--- src/rtl/fwd_scoreboard_pkg.sv ---
// Shared register-address constants, default sizes and the tracking-entry type
// for the operand forwarding scoreboard.
package fwd_scoreboard_pkg;

    localparam int unsigned REG_ADDR_W = 5;
    localparam logic [REG_ADDR_W-1:0] REG_ZERO = 5'd0;

    localparam int unsigned XLEN_DEF = 32;
    localparam int unsigned NRD_DEF  = 2;
    localparam int unsigned NSTG_DEF = 3;

    typedef logic [REG_ADDR_W-1:0] reg_addr_t;

    typedef struct packed {
        logic      live;
        reg_addr_t rd;
    } trk_entry_t;

endpackage

--- src/rtl/fwd_port_sel.sv ---
// One operand read port: picks the youngest live producer of rs_i, falling back
// to register-file data, and flags a hazard when that producer is not ready.
module fwd_port_sel
    import fwd_scoreboard_pkg::*;
#(
    parameter int unsigned XLEN = XLEN_DEF,
    parameter int unsigned NSTG = NSTG_DEF
) (
    input  logic                   id_vld_i,
    input  logic                   rs_use_i,
    input  reg_addr_t              rs_i,
    input  trk_entry_t [NSTG-1:0]  trk_i,
    input  logic [NSTG*XLEN-1:0]   stg_data_i,
    input  logic [NSTG-1:0]        stg_rdy_i,
    input  logic [XLEN-1:0]        rf_data_i,
    output logic [XLEN-1:0]        data_o,
    output logic                   hazard_o
);

    logic hit;
    logic hit_rdy;

    // Scan oldest to youngest so the youngest match overwrites older ones.
    always_comb begin
        data_o  = rf_data_i;
        hit     = 1'b0;
        hit_rdy = 1'b1;
        for (int s = NSTG - 1; s >= 0; s--) begin
            if (trk_i[s].live && (trk_i[s].rd == rs_i) && (rs_i != REG_ZERO)) begin
                hit     = 1'b1;
                hit_rdy = stg_rdy_i[s];
                data_o  = stg_data_i[s*XLEN +: XLEN];
            end
        end
        hazard_o = id_vld_i & rs_use_i & hit & ~hit_rdy;
    end

endmodule

--- src/rtl/fwd_scoreboard.sv ---
// Tracks destination registers of in-flight producers after decode, forwards
// their results to decode operands and stalls decode on not-yet-ready results.
module fwd_scoreboard
    import fwd_scoreboard_pkg::*;
#(
    parameter int unsigned XLEN = XLEN_DEF,
    parameter int unsigned NRD  = NRD_DEF,
    parameter int unsigned NSTG = NSTG_DEF
) (
    input  logic                        clk,
    input  logic                        rst,
    input  logic                        flush,
    input  logic                        pipe_adv,
    input  logic                        id_vld,
    input  logic [REG_ADDR_W-1:0]       id_rd,
    input  logic                        id_we,
    input  logic [NRD*REG_ADDR_W-1:0]   id_rs,
    input  logic [NRD-1:0]              id_rs_use,
    input  logic [NRD*XLEN-1:0]         regs_rddata,
    input  logic [NSTG*XLEN-1:0]        stg_data,
    input  logic [NSTG-1:0]             stg_rdy,
    output logic [NRD*XLEN-1:0]         of_x_rs,
    output logic                        stall,
    output logic                        id_accept,
    output logic [NSTG-1:0]             trk_busy,
    output logic [31:0]                 stall_cnt
);

    trk_entry_t [NSTG-1:0] trk_q, trk_d;
    logic [31:0]           stall_cnt_q, stall_cnt_d;
    logic [NRD-1:0]        hazard;

    for (genvar i = 0; i < NRD; i++) begin : g_port
        fwd_port_sel #(
            .XLEN (XLEN),
            .NSTG (NSTG)
        ) u_sel (
            .id_vld_i   (id_vld),
            .rs_use_i   (id_rs_use[i]),
            .rs_i       (id_rs[i*REG_ADDR_W +: REG_ADDR_W]),
            .trk_i      (trk_q),
            .stg_data_i (stg_data),
            .stg_rdy_i  (stg_rdy),
            .rf_data_i  (regs_rddata[i*XLEN +: XLEN]),
            .data_o     (of_x_rs[i*XLEN +: XLEN]),
            .hazard_o   (hazard[i])
        );
    end

    assign stall     = (|hazard) & ~flush;
    assign id_accept = id_vld & ~stall & pipe_adv & ~flush;
    assign stall_cnt = stall_cnt_q;

    always_comb begin
        for (int s = 0; s < NSTG; s++) begin
            trk_busy[s] = trk_q[s].live;
        end
    end

    always_comb begin
        trk_d = trk_q;
        if (flush) begin
            for (int s = 0; s < NSTG; s++) begin
                trk_d[s].live = 1'b0;
            end
        end else if (pipe_adv) begin
            // The oldest entry falls off; the register file holds it from now on.
            for (int s = NSTG - 1; s >= 1; s--) begin
                trk_d[s] = trk_q[s-1];
            end
            trk_d[0].live = id_accept & id_we & (id_rd != REG_ZERO);
            trk_d[0].rd   = id_rd;
        end
    end

    always_comb begin
        stall_cnt_d = stall_cnt_q;
        if (stall && (stall_cnt_q != 32'hFFFF_FFFF)) begin
            stall_cnt_d = stall_cnt_q + 32'd1;
        end
    end

    always_ff @(posedge clk) begin
        if (rst) begin
            trk_q       <= '0;
            stall_cnt_q <= 32'd0;
        end else begin
            trk_q       <= trk_d;
            stall_cnt_q <= stall_cnt_d;
        end
    end

endmodule

--- config.mk ---
export PLATFORM = sky130hd
export DESIGN_NAME = fwd_scoreboard
export DESIGN_NICKNAME = d
export VERILOG_FILES = /design/src/rtl/fwd_scoreboard_pkg.sv /design/src/rtl/fwd_port_sel.sv /design/src/rtl/fwd_scoreboard.sv
export SDC_FILE = /design/constraint.sdc
export NUM_CORES = 1
export LEC_CHECK = 0
export BUFFER_PORTS_ARGS = -buffer_cell sky130_fd_sc_hd__buf_2
export CAP_MARGIN = 5
export CORE_ASPECT_RATIO = 0.75
export CORE_MARGIN = 2
export CORE_UTILIZATION = 30
export CTS_CLUSTER_DIAMETER = 60
export DETAILED_ROUTE_END_ITERATION = 10
export SYNTH_ARGS = -nofsm -noshare
export SYNTH_HDL_FRONTEND = slang
export SYNTH_HIERARCHICAL = 1
export SYNTH_SLANG_ARGS = --single-unit
--- constraint.sdc ---
create_clock -name clk -period 4.6 [get_ports clk]
set_input_delay 0.46 -clock clk [delete_from_list [all_inputs] [get_ports clk]]
set_output_delay 0.46 -clock clk [all_outputs]
set_load 0.1 [all_outputs]
==> results.cfg <==
[placed_design]
dpl_cell_area_um2 = 6590
place_congestion = 0.842
dp_hpwl_um = 16100
io_buffers = 286

[grt]
grt_pass1_vias = 5193
grt_max_degree = 55
antenna_found_initial = 8
grt_pass1_wl_um = 29900
track_usage_pct = 20.9
overflow = 0

[synthesis]
synthFlopType = dfxtp_1
async_flop_share_pct = 0
synth_xor_area_share_pct = 5.83
synth.top_cells.by_area = dfxtp_1, a211oi_2, mux2i_1, nor3_1, nor2_1
mappedNetlistArea_um2 = 5100
synth_top_family_by_area = simple AND/OR/NAND/NOR gates
synth_warnings = 6
synth_compound_area_share_pct = 25.9
synth_top_area_share_pct = 19.6
synth-adder-area-share_pct = 0.245
seq_area_frac_synth_pct = 19.6
synth-edff-count = 0
yosysMostFrequentCell = nor2_1
avgSynthCellArea_um2 = 8.03
syn_nets = 823
synthMuxAreaShare_pct = 13.8
ys_seq_elements = 50
syn-instance-count = 636
synth-simple-area-share_pct = 28.2
synth_top_area_cell = dfxtp_1
synthDistinctLibCells = 53
synth_commonest_cells = nor2_1, nor3_1, mux2i_1

[final_layout]
area.growth.synth_to_final_pct = 32.8
postLayoutCoreUtil_pct = 40.5
fin_nets = 1075
drive_above_1_share_pct = 44.8
stdcell_area_um2 = 6780

[setup_path]
cp_top_family = simple AND/OR/NAND/NOR gates
rr_endpoint = stall_cnt[28]
cp-end-kind = output port
path_buf_inv = 2
reg2regPathDepth = 10
timing.rr.start = trk_q[9]
arrival_ns = 3.00
worstSetupPathType = primary input to output port
critPathRequiredTime_ns = 4.14
crit_path_cell_trace = buf_2 -> or4_1 -> nor2_1 -> or4_1 -> and2_2 -> a211oi_2 -> buf_2
cpMaxStageDelayCell = and2_2
critPathLaunchType = primary input
r2r_slack_ns = 1.16
worstPathMaxFanout = 32
cpPeakStageDelay_ns = 0.87

[hold_path]
min_to = trk_q[1]
hold_depth = 3
min_from = id_rd[1]
worstHoldPathType = primary input to flip-flop

[power_and_ir_drop]
p_seq_share_pct = 33.2
pwr-share-clk_pct = 32.3
p_switching_uw = 494
p_sw_share_pct = 37.2
combPwrFrac_pct = 34.5
p_int_uw = 832
p_per_area_nw_per_um2 = 196
leakagePower_uw = 0.00267
peakVddDrop_v = 0.000168

[floorplan]
die_h_um = 117
ios = 287
core_area_um2 = 16700
start_util_pct = 30.5
core.rowCount = 41
die_area_um2 = 18100
die_w_um = 155

[cts]
numCtsBuffers = 5
tritoncts = done
ctsHoldBuffers = 0
ctsResizeCount = 0
cts-root-buf = clkbuf_16
clock_latency_ns = 0.29
max-clock-path-buffers = 2
clkTransAtPathRegs_ns = 0.06
clkSinkCount = 50
post_cts_buffers = 0
cts_max_level = 2

[sta]
worst_slew_pin_slew_ns = 1.13
rsz0062_at_grt = no
drv_slew = 0
timing.final.crit_share_pct = 75.3
min_period_ns = 3.46
final_hold_viol_count = 0
fmax_mhz = 289
finalSetupTns_ns = 0
setup_viol = 0
maxSlewHeadroom_pct = 24.8
fin_worst_skew_ns = 0.00691

[route]
avgRoutedWirePerCell_um = 18.8
wl_um = 20900
drtAntennaViolNets = 0
vias = 5976
drt_first_pass_iters = 5
route.detailed.drc = 0
avgViaCountPerCell = 5.38
drtIter0Drc = 519

[outcome]
status = finished clean

[job]
max-cap-violations = 0
## through the flow
stage	power (uW)	hold WS [ns]	setup WS, ns	instances
2_1_floorplan	765	0.472	0.200	636
3_3_place_gp	905	0.487	1.02	1096
3_5_place_dp	906	0.495	0.907	1096
6_report	1330	0.422	1.14	1111
4_1_cts	1340	0.414	1.15	1103
5_1_grt	1380	0.428	0.928	1110
## state kept, by name (all words and copies together), names as in the netlist
signal and cells:
stall_cnt 32, trk_busy 3, trk_q 15
## cell usage in the layout (no fill, tap or decap), drive strengths merged, types with 2 or more instances in the layout
| cell | n |
|---|---|
| a2111oi | 2 |
| a211oi | 69 |
| a21oi | 35 |
| a221oi | 2 |
| a31oi | 2 |
| and2 | 3 |
| and3 | 5 |
| and4 | 6 |
| buf | 295 |
| clkbuf | 6 |
| dfxtp | 50 |
| diode | 8 |
| inv | 5 |
| mux2 | 2 |
| mux2i | 68 |
| nand2 | 53 |
| nand2b | 3 |
| nand3 | 9 |
| nand3b | 2 |
| nand4 | 15 |
| nor2 | 88 |
| nor2b | 3 |
| nor3 | 69 |
| nor4 | 4 |
| o2111ai | 3 |
| o211ai | 2 |
| o21a | 2 |
| o21ai | 14 |
| o31ai | 3 |
| or3 | 14 |
| or4 | 11 |
| xnor2 | 19 |
| xor2 | 15 |
## how the worst max path moves through the flow
stage / start / end / slack, ns / cells past startpoint
3_3_place_gp: id_rs[2] / stall_cnt[28] / 1.02 / 11
3_5_place_dp: id_rs[7] / stall_cnt[28] / 0.91 / 11
6_report: id_rs[2] / of_x_rs[12] / 1.14 / 7
2_1_floorplan: id_rs[2] / of_x_rs[30] / 0.20 / 7
5_1_grt: trk_q[10] / stall_cnt[28] / 0.93 / 10
4_1_cts: id_rs[7] / of_x_rs[32] / 1.15 / 7
## cells by family (layout without fill, tap and decap cells)
| logic type | after synthesis | count (layout) |
|---|---|---|
| XOR/XNOR | 34 | 34 |
| AO/OA/AOI/OAI | 139 | 139 |
| adder cells (fa/ha/maj) | 1 | 1 |
| AND/OR/NAND/NOR | 287 | 287 |
| flip-flops | 50 | 50 |
| buffers and inverters | 55 | 307 |
| other | 0 | 8 |
| multiplexers | 70 | 70 |
## layer usage
layer	vias to the layer above	part of all wire [%]	GRT usage (%)
met5	-	0.058	0
met3	29	6.6	4.09
met4	2	2.4	7.47
li1	2871	-	-
met1	2835	45	29.0
met2	239	46	32.5
## tightest hold or removal path: cells and delay by family
family,cells,cell delay (ns)
AND/OR/NAND/NOR,1,0.05
AO/OA/AOI/OAI,1,0.05
buffers and inverters,1,0.10
## final cells by class
class	instances	area (um2)
Fill cell	1746	9950
Multi-Input combinational cell	531	3790
Timing Repair Buffer	295	1510
Sequential cell	50	1000
Tap cell	215	269
Clock buffer	6	139
Clock inverter	1	30.0
Antenna cell	8	20.0
Inverter	5	18.8
## power groups by stage
| stage | logic, uW | registers (uW) | clock network, uW |
|---|---|---|---|
| 6_report | 457 | 440 | 428 |
| 5_1_grt | 478 | 441 | 457 |
| 4_1_cts | 456 | 440 | 440 |
| 3_5_place_dp | 455 | 450 | 0 |
| 3_3_place_gp | 454 | 451 | 0 |
| 2_1_floorplan | 316 | 449 | 0 |
No activity file was read; power rests on OpenSTA's default activity.
